**config.mk**
```make
export PLATFORM = sky130hd
export DESIGN_NAME = memory_bridge
export DESIGN_NICKNAME = d
export VERILOG_FILES = /design/src/rtl/memory_bridge.sv
export SDC_FILE = /design/constraint.sdc
export NUM_CORES = 1
export LEC_CHECK = 0
export BUFFER_PORTS_ARGS = -buffer_cell sky130_fd_sc_hd__buf_2
export CORE_MARGIN = 2
export CORE_UTILIZATION = 48
export DETAILED_ROUTE_END_ITERATION = 7
export PLACE_DENSITY = 0.85
export SLEW_MARGIN = 5
export SYNTH_ARGS = -nofsm -noshare
export SYNTH_HDL_FRONTEND = slang
export SYNTH_SLANG_ARGS = --single-unit
```
**constraint.sdc**
```tcl
create_clock -name clk -period 6.24 [get_ports clk]
set_input_delay 1.248 -clock clk [delete_from_list [all_inputs] [get_ports clk]]
set_output_delay 1.248 -clock clk [all_outputs]
set_load 0.005 [all_outputs]
```
**src/rtl/memory_bridge.sv**
```systemverilog
// Bridges one controller-issued memory command onto a valid/ready system bus and
// holds the returned load word for the data path until the next successful read.
module memory_bridge #(
    parameter int unsigned TIMEOUT_CYCLES  = 255,
    parameter logic [31:0] RESET_READ_DATA = 32'h0000_0013
) (
    input  logic        clk,
    input  logic        reset,
    input  logic        command_valid,
    input  logic        command_write,
    input  logic        misaligned,
    input  logic [31:0] read_address,
    input  logic [31:0] write_address,
    input  logic [31:0] write_data,
    input  logic [31:0] write_mask,
    output logic        busy,
    output logic        done,
    output logic        bus_error,
    output logic [31:0] read_data,
    output logic        bus_req_valid,
    input  logic        bus_req_ready,
    output logic        bus_req_write,
    output logic [31:0] bus_req_address,
    output logic [31:0] bus_req_data,
    output logic [3:0]  bus_req_strobe,
    input  logic        bus_resp_valid,
    input  logic [31:0] bus_resp_data,
    input  logic        bus_resp_error
);

    typedef enum logic [1:0] {
        ST_IDLE,
        ST_REQ,
        ST_WAIT,
        ST_DONE
    } state_e;

    localparam logic [7:0] TIMEOUT_LAST = 8'(TIMEOUT_CYCLES - 1);

    state_e      state_q;
    logic [7:0]  timer_q;
    logic        done_q;
    logic        bus_error_q;
    logic [31:0] read_data_q;
    logic        req_valid_q;
    logic        req_write_q;
    logic [31:0] req_address_q;
    logic [31:0] req_data_q;
    logic [3:0]  req_strobe_q;

    logic [31:0] cmd_address_d;
    logic [3:0]  cmd_strobe_d;
    logic        timeout_hit;

    // NOTE: every output of an always_comb gets a default first, so no path leaves it unassigned and no latch is inferred.
    always_comb begin
        cmd_address_d = (command_write ? write_address : read_address) & ~32'h3;
        cmd_strobe_d  = 4'b1111;
        if (command_write) begin
            for (int i = 0; i < 4; i++) begin
                cmd_strobe_d[i] = |write_mask[8*i +: 8];
            end
        end
    end

    // The current cycle is the last one allowed in REQ+WAIT; this wins over any handshake or response.
    assign timeout_hit = (timer_q == TIMEOUT_LAST);

    // NOTE: sequential state uses non-blocking assignments only, so every register samples pre-edge values.
    // NOTE: the asynchronous reset clears every register (there is no memory array here), so the bus request drops the instant reset asserts.
    always_ff @(posedge clk or negedge reset) begin
        if (!reset) begin
            state_q       <= ST_IDLE;
            timer_q       <= 8'd0;
            done_q        <= 1'b0;
            bus_error_q   <= 1'b0;
            read_data_q   <= RESET_READ_DATA;
            req_valid_q   <= 1'b0;
            req_write_q   <= 1'b0;
            req_address_q <= 32'd0;
            req_data_q    <= 32'd0;
            req_strobe_q  <= 4'd0;
        end else begin
            done_q      <= 1'b0;
            bus_error_q <= 1'b0;
            case (state_q)
                ST_IDLE: begin
                    // Misaligned commands are refused outright; the controller traps instead.
                    if (command_valid && !misaligned) begin
                        req_write_q   <= command_write;
                        req_address_q <= cmd_address_d;
                        req_data_q    <= write_data;
                        req_strobe_q  <= cmd_strobe_d;
                        req_valid_q   <= 1'b1;
                        timer_q       <= 8'd0;
                        state_q       <= ST_REQ;
                    end
                end
                ST_REQ: begin
                    timer_q <= timer_q + 8'd1;
                    if (timeout_hit) begin
                        req_valid_q <= 1'b0;
                        done_q      <= 1'b1;
                        bus_error_q <= 1'b1;
                        state_q     <= ST_DONE;
                    end else if (bus_req_ready) begin
                        req_valid_q <= 1'b0;
                        state_q     <= ST_WAIT;
                    end
                end
                ST_WAIT: begin
                    timer_q <= timer_q + 8'd1;
                    if (timeout_hit) begin
                        done_q      <= 1'b1;
                        bus_error_q <= 1'b1;
                        state_q     <= ST_DONE;
                    end else if (bus_resp_valid) begin
                        done_q      <= 1'b1;
                        bus_error_q <= bus_resp_error;
                        state_q     <= ST_DONE;
                        if (!req_write_q && !bus_resp_error) begin
                            read_data_q <= bus_resp_data;
                        end
                    end
                end
                ST_DONE: begin
                    state_q <= ST_IDLE;
                end
                default: begin
                    state_q <= ST_IDLE;
                end
            endcase
        end
    end

    assign busy            = (state_q != ST_IDLE);
    assign done            = done_q;
    assign bus_error       = bus_error_q;
    assign read_data       = read_data_q;
    assign bus_req_valid   = req_valid_q;
    assign bus_req_write   = req_write_q;
    assign bus_req_address = req_address_q;
    assign bus_req_data    = req_data_q;
    assign bus_req_strobe  = req_strobe_q;

endmodule

```
==> metrics, run 1 <==
outcome finished, final reports clean; Synth Flop Type dfrtp_1; Worst-Margin Slew 1.01 ns; Num Clock Sinks 112; DRT Pass-1 Iters 4; DRT iter0 DRCs 214; asr flop ratio synth 100%; commonest non-fill, non-tap cells in the layout buf_2, dfrtp_1, nand2_1; vias in the first global route 4292; post-synthesis register bit count 112; RSZ-0062 raised after global routing no; per-cell routed wire length 16.8 um; Worst-path clk slew 0.10 ns; TritonCTS clock tree done; Post-Layout Inst Area 0.00660 mm^2; relative slew slack 32.8%; placed insts 771; endpoint class of the critical path output port; Worst Path Max Fanout 11; Final period util 45.9%; final wirelength 13200 um; final net count 820; Num CTS Buffers 9; setup violators final 0; Die H 106 um; Bufs on Longest Clock Path 2; post-route clock skew 0.0123 ns; Sw Ratio 33.2%; commonest non-fill, non-tap cell in the layout buf_2; post-layout min period 2.86 ns; register area share after synthesis 56.1%; Placed Instance Area 0.00638 mm^2; Top Ports 273; CTS resizes 0; LEAKAGE 3.59 nW; Gate power share 39.2%; crit path DAT 1.61 ns; total negative slack 0 ns; core area 0.0102 mm^2; placer's final routability congestion estimate 0.827; Most Frequent Cell on Critical Path inv_1; Mapped Area 0.00500 mm^2; Pint 0.00192 W; Post-Synthesis Cells 389; Critical-path top delay cell dfrtp_1; grt ovf 0; Final ANT Viol Nets 0; die area 0.0113 mm^2; drt via density 5.11; WS Path Type reg -> out; antenna violations before repair 2; post-DP HPWL 10200 um; crit-path cells inv_1, ha_1, inv_1, buf_2; first-pass GRT wire length 20900 um; Pwr per Cell Area 436 mW/mm^2; FILL cells 787; share of cells above drive strength 1 54.5%; Cell variety after synth 44; Hold Crit Depth 2; Final Hold Fails 0; crit start category flip-flop; max frequency 0.349 GHz; largest net degree at the start of global routing 61; starting density of the core 48.9%; Syn. warnings 0; die width 106 um; max-cap violations 0; HP Class reg -> reg; Finished Layout Cells 789; max incr delay on CP 0.41 ns; via count 4034; sequential fraction of design power 44.4%; P_sw 0.000955 W; Mapped Avg Cell Area 12.9 um^2; # DRC 0; Area Growth Syn to Fin 31.9%; Port Buffers 266; Post-synth EDFFs 0; Clock power frac 16.5%; clk root buf clkbuf_8; CP required 4.99 ns; Clock Latency Late Sink 0.37 ns; H-tree depth 3; r2r worst-path depth 5; setup bufs post-CTS 0; Post-CTS Hold Fix Bufs 0; Total GRT Usage 24.0%; maximum VDD drop 217 uV; # rows 37; fin. max-slew vios 0
## final timing paths
kind,start,to,slack [ns]
min in group asynchronous,reset,bus_req_data[16]$_DFFE_PN0P_,0.93
hold / removal,bus_req_address[4]$_DFFE_PN0P_,bus_req_address[4]$_DFFE_PN0P_,0.48
hold reg to reg,bus_req_address[4]$_DFFE_PN0P_,bus_req_address[4]$_DFFE_PN0P_,0.48
setup / recovery,state_q[0]$_DFFE_PN0P_,busy,3.38
max in group asynchronous,reset,timer_q[6]$_DFFE_PN0P_,4.10
setup reg to reg,state_q[0]$_DFFE_PN0P_,read_data[6]$_DFFE_PN0P_,4.04
## cell usage after synthesis (all sizes together) (3+ instances only)
library cell	number	share of area [%]
a211oi	3	0.45
a21oi	5	0.50
buf	13	2.3
clkbuf	11	0.83
dfrtp	109	55
dfstp	3	1.6
ha	6	1.5
inv	7	0.53
mux2	65	17
mux2i	32	6.4
nand2	41	3.1
nand3	3	0.30
nand4	3	0.50
nor2	10	0.80
nor4	4	0.50
o21a	3	0.45
o21ai	37	3.7
or4	4	0.60
xnor2	4	0.70
## power groups by stage
| stage | clock network [W] | registers, W | logic, W |
|---|---|---|---|
| after global placement | 0 | 0.00126 | 0.00108 |
| after floorplan | 0 | 0.00130 | 0.000578 |
| final | 0.000474 | 0.00128 | 0.00113 |
| after CTS | 0.000491 | 0.00128 | 0.00114 |
| after global routing | 0.000513 | 0.00132 | 0.00125 |
| after detailed placement | 0 | 0.00129 | 0.00113 |
## final cells by class
class	count	area [um^2]	area share, %
antenna	2	5.00	0.0758
clock buffer	11	131	1.99
clock inverter	5	87.6	1.33
inverter	7	26.3	0.398
multi-input combinational	247	2020	30.6
sequential	112	2810	42.5
tap	136	170	2.58
timing repair buffer	269	1360	20.5
## sequential cells by signal, indices dropped and copies added (netlist names)
name	cells
bus_req_strobe	4
bus_req_address	30
timer_q	8
bus_req_valid	1
bus_req_write	1
read_data	32
state_q	2
bus_req_data	32
done	1
bus_error	1
## cells by family after synthesis
group | count (synthesis) | share of synthesized area (%)
other | 1 | 0.0749
adder cells (fa/ha/maj) | 6 | 1.50
XOR/XNOR | 4 | 0.700
buffers and inverters | 31 | 3.65
flip-flops | 112 | 56.1
AO/OA/AOI/OAI | 60 | 7.10
AND/OR/NAND/NOR | 78 | 7.60
multiplexers | 97 | 23.3
## routing by layer
metal | part of all wire, % | wire [um] | vias to the layer above | GRT usage (%)
met3 | 7.1 | 945 | 43 | 6.38
li1 | - | - | 1879 | -
met2 | 52 | 6940 | 211 | 42.9
met5 | 0 | 0 | - | 0
met4 | 3.7 | 492 | 0 | 11.8
met1 | 37 | 4850 | 1901 | 26.0
## worst max-delay path: cells and delay by family, from the launching register on
kind | cells | cell delay [ns]
buffers and inverters | 3 | 0.43
flip-flops | 1 | 0.41
adder cells (fa/ha/maj) | 1 | 0.40
## per-stage QoR
stage / worst slack, ns / total power [W] / hold WS (ns) / util, %
after global placement: 3.51 / 0.00234 / 0.457 / 62.3
after floorplan: 3.72 / 0.00188 / 0.473 / -
after CTS: 3.34 / 0.00291 / 0.488 / 64.5
final: 3.38 / 0.00288 / 0.483 / 64.5
after global routing: 3.21 / 0.00308 / 0.511 / 64.5
after detailed placement: 3.48 / 0.00242 / 0.464 / 62.3
(Power assumes the default switching activity.)
==> run 2, diff against run 1 <==
CORE_UTILIZATION = 41   (was 48)
PLACE_DENSITY = 0.77   (was 0.85)
clock period = 2.55 ns   (was 6.24 ns; I/O delays follow)
==> run 2 against run 1 <==
Compared with the run above:
- die area rose by 16%
- flip-flop and latch count did not move
- final cell count rose by 1.9%
- non-clock buffer count rose by 4
- sequential share of layout area fell by 1.1 points
- global-route usage fell by 5.6 points
- clock skew fell by 0.0051 ns
- first-iteration DRC count rose by 26%
- via count fell by 1.3%
- worst hold slack got worse by 0.44 ns
- register-to-register slack got worse by 3.7 ns
- combinational power rose by 140%
- largest cell class unchanged
==> metrics, run 2 (synthesis gave the netlist of run 1 again) <==
Final period util 85.9%; crit start category flip-flop; post-route clock skew 0.00711 ns (-0.00514 ns); post-DP HPWL 9550 um (-6.1%); H-tree depth 3 (unchanged); drt via density 4.95 (-3.1%); Total GRT Usage 18.4% (-5.6 points); Worst Path Max Fanout 32 (+21); CP required 2.79 ns (-2.20 ns); DRT Pass-1 Iters 4 (unchanged); vias in the first global route 4068 (-5.2%); per-cell routed wire length 15.3 um (-8.6%); Pint 0.00495 W (+160%); grt ovf 0 (unchanged); P_sw 0.00236 W (+150%); Die H 114 um (+7.9%); first-pass GRT wire length 18700 um (-11%); final net count 824 (+0.49%); largest net degree at the start of global routing 60 (-1.6%); # DRC 0 (unchanged); crit-path cells inv_1, ha_1, and2_1, or4b_4, mux2_4; Critical-path top delay cell or4b_4; Sw Ratio 32.2% (-0.92 points); total negative slack 0 ns (unchanged); sequential fraction of design power 42.6% (-1.8 points); # rows 40 (+8.1%); antenna violations before repair 2 (unchanged); starting density of the core 41.8% (-7.1 points); post-layout min period 2.19 ns; fin. max-slew vios 0 (unchanged); Finished Layout Cells 804 (+1.9%); die width 114 um (+7.9%); Num Clock Sinks 112 (unchanged); max-cap violations 0 (unchanged); max incr delay on CP 0.75 ns (+0.34 ns); WS Path Type reg -> reg; core area 0.0120 mm^2 (+17%); max frequency 0.456 GHz; Top Ports 273 (unchanged); Bufs on Longest Clock Path 2 (unchanged); Num CTS Buffers 9 (unchanged); Clock power frac 20.1% (+3.6 points); placer's final routability congestion estimate 0.780 (-5.7%); outcome finished, final reports clean; LEAKAGE 3.68 nW (+2.4%); Clock Latency Late Sink 0.35 ns (-0.02 ns); Placed Instance Area 0.00646 mm^2 (+1.3%); Post-Layout Inst Area 0.00678 mm^2 (+2.7%); Final Hold Fails 0 (unchanged); clk root buf clkbuf_16; setup violators final 0 (unchanged); relative slew slack 55.4% (+23 points); Post-CTS Hold Fix Bufs 0 (unchanged); Final ANT Viol Nets 0 (unchanged); placed insts 786 (+1.9%); crit path DAT 2.43 ns (+0.82 ns); Area Growth Syn to Fin 35.5%; commonest non-fill, non-tap cells in the layout buf_2, dfrtp_1, nand2_1; maximum VDD drop 362 uV (+67%); Pwr per Cell Area 1080 mW/mm^2 (+150%); Worst-Margin Slew 0.664 ns (-0.345 ns); CP delay by family, top simple AND/OR/NAND/NOR gates; commonest non-fill, non-tap cell in the layout buf_2; Port Buffers 266 (unchanged); Worst-path clk slew 0.07 ns (-0.03 ns); RSZ-0062 raised after global routing no; CTS resizes 0 (unchanged); setup bufs post-CTS 0 (unchanged); endpoint class of the critical path flip-flop; share of cells above drive strength 1 55.1% (+0.58 points); die area 0.0131 mm^2 (+16%); via count 3983 (-1.3%); final wirelength 12300 um (-6.9%); DRT iter0 DRCs 270 (+26%); HP Class in -> async; TritonCTS clock tree done; worst path bufs/invs 1 (-2); Gate power share 37.2% (-2.0 points)
[run 2: cell count changes in the layout (fill, tap and decap cells not counted), moves of 2 or more]
cell and change:
clkbuf_1 -2, clkbuf_8 -9, clkbuf_16 +9, buf_12 +3
[run 2: worst register-to-register path: cells and delay by family, from the launching register on]
kind                       cells  cell delay (ns)
adders and majority gates      1             0.22
buffers and inverters          1             0.15
DFF                            1             0.38
muxes                          1             0.41
and+or+nand+nor                2             0.91
[run 2: power by group through the flow]
stage,registers (W),logic (W),clock network (W)
after floorplan,0.00318,0.00141,0
after global placement,0.00309,0.00265,0
after detailed placement,0.00314,0.00274,0
after CTS,0.00312,0.00276,0.00152
after global routing,0.00323,0.00301,0.00159
final,0.00312,0.00272,0.00147
[run 2: final timing paths]
path / startpoint / to / slack, ns / depth (start not counted)
setup / recovery: state_q[0]$_DFFE_PN0P_ / read_data[8]$_DFFE_PN0P_ / 0.36 / 5
hold / removal: reset / bus_req_data[14]$_DFFE_PN0P_ / 0.04 / 1
setup reg to reg: state_q[0]$_DFFE_PN0P_ / read_data[8]$_DFFE_PN0P_ / 0.36 / 5
hold reg to reg: bus_req_address[9]$_DFFE_PN0P_ / bus_req_address[9]$_DFFE_PN0P_ / 0.48 / 2
max in group asynchronous: reset / bus_req_data[25]$_DFFE_PN0P_ / 1.78 / 2
min in group clk: bus_resp_data[13] / read_data[13]$_DFFE_PN0P_ / 0.38 / 2
[run 2: metrics by stage]
step / worst slack (ns) / hold slack (ns) / utilization, % / total power, W
2_1_floorplan: 0.599 / 0.214 / - / 0.00459
6_report: 0.359 / 0.0391 / 56.7 / 0.00731
3_5_place_dp: 0.386 / 0.417 / 54.0 / 0.00588
5_1_grt: 0.252 / 0.0371 / 56.7 / 0.00783
3_3_place_gp: 0.440 / 0.410 / 54.0 / 0.00574
4_1_cts: 0.371 / 0.0270 / 56.6 / 0.00739
[run 2: cell type report]
| cell class | instances | area, um^2 |
|---|---|---|
| diodes | 2 | 5.00 |
| clock buffers | 9 | 225 |
| clock inverters | 7 | 88.8 |
| fillers | 978 | 5180 |
| inverters | 7 | 26.3 |
| multi-input cells | 247 | 2020 |
| flip-flops and latches | 112 | 2810 |
| well taps | 147 | 184 |
| repair buffers | 273 | 1420 |
[run 2: layer usage]
metal | vias up | share of wire [%] | GRT usage [%]
li1 | 1889 | - | -
met1 | 1862 | 37 | 19.3
met2 | 198 | 52 | 33.5
met3 | 34 | 8.1 | 6.25
met4 | 0 | 2.9 | 7.40
met5 | - | 0 | 0
==> run 3, diff against run 2 <==
--- a/config.mk
+++ b/config.mk
@@ -8,6 +8,8 @@
 export BUFFER_PORTS_ARGS = -buffer_cell sky130_fd_sc_hd__buf_2
+export CELL_PAD_IN_SITES_DETAIL_PLACEMENT = 1
+export CELL_PAD_IN_SITES_GLOBAL_PLACEMENT = 2
 export CORE_MARGIN = 2
-export CORE_UTILIZATION = 41
+export CORE_UTILIZATION = 24
 export DETAILED_ROUTE_END_ITERATION = 7
-export PLACE_DENSITY = 0.77
+export PLACE_DENSITY_LB_ADDON = 0.1
 export SLEW_MARGIN = 5
--- a/constraint.sdc
+++ b/constraint.sdc
@@ -3,2 +3,2 @@
 set_output_delay 0.51 -clock clk [all_outputs]
-set_load 0.005 [all_outputs]
+set_load 0.1 [all_outputs]
==> run 3 against run 2 <==
Compared with the run above:
- sequential share of layout area shrank 0.99 points
- utilization decreased by 23 points
- clock-buffer cell count grew 1
- wire length rose by 20%
- largest cell class unchanged
- clock skew is essentially flat
- highest routed layer is now met5
- worst setup slack got worse by 0.074 ns
- die area grew 68%
- non-clock buffer count increased by 2
==> metrics, run 3 (synthesis gave the netlist of run 1 again) <==
crit path DAT 1.76 ns (-0.67 ns); largest net degree at the start of global routing 54 (-10%); post-DP HPWL 11500 um (+20%); post-layout min period 2.27 ns (+0.0742 ns); commonest non-fill, non-tap cell in the layout buf_2; final wirelength 14800 um (+20%); r2r startpoint timer_q[0]$_DFFE_PN0P_; Worst Path Max Fanout 10 (-69%); Final Hold Fails 0 (unchanged); Num Clock Sinks 112 (unchanged); R2R Setup Slk 0.34 ns (-0.02 ns); clk root buf clkbuf_16; crit start category flip-flop; fin. max-slew vios 0 (unchanged); starting density of the core 24.6% (-17 points); per-cell routed wire length 15.9 um (+3.9%); setup violators final 0 (unchanged); CTS resizes 0 (unchanged); r2r worst-path depth 6 (+1); share of cells above drive strength 1 55.1% (about the same); CP startpoint state_q[1]$_DFFE_PN0P_; Worst-path clk slew 0.08 ns (about the same); relative slew slack 51.0% (-4.4 points); commonest non-fill, non-tap cells in the layout buf_2, dfrtp_1, nand2_1; Port Buffers 266 (unchanged); RR Endpoint read_data[9]$_DFFE_PN0P_; die area 0.0220 mm^2 (+68%); core area 0.0204 mm^2 (+70%); Clock Latency Late Sink 0.35 ns (about the same); top layer used by detailed routing met5; die width 148 um (+30%); # rows 52 (+30%); setup bufs post-CTS 0 (unchanged); vias in the first global route 4272 (+5.0%); Final ANT Viol Nets 0 (unchanged); DR WL met2 7250 um (+14%); max-cap violations 0 (unchanged); via count 4024 (+1.0%); Final WS setup 0.284 ns (-0.0742 ns); RSZ-0062 raised after global routing no; antenna violations before repair 1 (-1); Top Ports 273 (unchanged); Total GRT Usage 13.4% (-4.9 points); Routed met1 length 6020 um (+31%); H-tree depth 3 (unchanged); drt via density 4.34 (-12%); HP Class in -> async; WL met3 1200 um (+21%); # diodes 0 (-2); Die H 148 um (+30%); final net count 826 (+0.24%); CP required 2.04 ns (-0.75 ns); endpoint class of the critical path output port; TritonCTS clock tree done; Bufs on Longest Clock Path 2 (unchanged); placer's final routability congestion estimate 0.717 (-8.1%); end point of the critical path busy; Num CTS Buffers 9 (unchanged); Final period util 88.8% (+2.9 points); DRT Pass-1 Iters 4 (unchanged); hold slack 0.198 ns (+0.159 ns); grt ovf 0 (unchanged); Post-CTS Hold Fix Bufs 0 (unchanged); total negative slack 0 ns (unchanged); WS Path Type reg -> out; Post-Place Setup Slack 0.349 ns (-0.0372 ns); Area Growth Syn to Fin 38.8%; # DRC 0 (unchanged); first-pass GRT wire length 22900 um (+23%); max frequency 0.441 GHz (-3.3%); DRT iter0 DRCs 111 (-59%); outcome finished, final reports clean; Worst-Margin Slew 0.735 ns (+0.0715 ns); post-route clock skew 0.00673 ns (-0.000382 ns)
## run 3: how the worst min path moves through the flow
| stage | startpoint | endpoint | slack (ns) |
|---|---|---|---|
| 6_report | reset | bus_req_data[9]$_DFFE_PN0P_ | 0.20 |
| 5_1_grt | reset | bus_req_data[1]$_DFFE_PN0P_ | 0.27 |
| 4_1_cts | reset | bus_req_data[1]$_DFFE_PN0P_ | 0.24 |
| 3_5_place_dp | bus_req_address[2]$_DFFE_PN0P_ | bus_req_address[2]$_DFFE_PN0P_ | 0.47 |
| 3_3_place_gp | bus_req_address[25]$_DFFE_PN0P_ | bus_req_address[25]$_DFFE_PN0P_ | 0.46 |
| 2_1_floorplan | reset | bus_error$_DFF_PN0_ | 0.21 |
## run 3: layer usage
layer	vias to the layer above	global-route usage, %
met2	177	22.8
li1	1897	-
met1	1932	16.4
met4	2	5.05
met5	-	0
met3	16	3.62
## run 3: cell type report
| class | instances | area, um^2 |
|---|---|---|
| clock inverters | 6 | 75.1 |
| fillers | 2309 | 13400 |
| clock buffers | 10 | 229 |
| well taps | 270 | 338 |
| inverters | 7 | 26.3 |
| flip-flops and latches | 112 | 2810 |
| repair buffers | 275 | 1450 |
| multi-input cells | 247 | 2020 |
## run 3: worst max-delay path: stages (launching register included)
cell	delay, ns
dfrtp_1	0.38
inv_1	0.10
ha_1	0.22
buf_4	0.18
inv_1	0.09
buf_2	0.43
## run 3: through the flow
| step | std cells | util (%) | instance area [um^2] |
|---|---|---|---|
| final | 927 | 34.1 | 6940 |
| after global routing | 927 | 34.1 | 6940 |
| after CTS | 927 | 34.1 | 6940 |
| after detailed placement | 911 | 32.6 | 6640 |
| after global placement | 911 | 32.6 | 6640 |
| after floorplan | 390 | - | 5010 |
Power of run 3 is not shown: default switching activity piles up to over one toggle a cycle in this logic, so the estimate is an artifact.
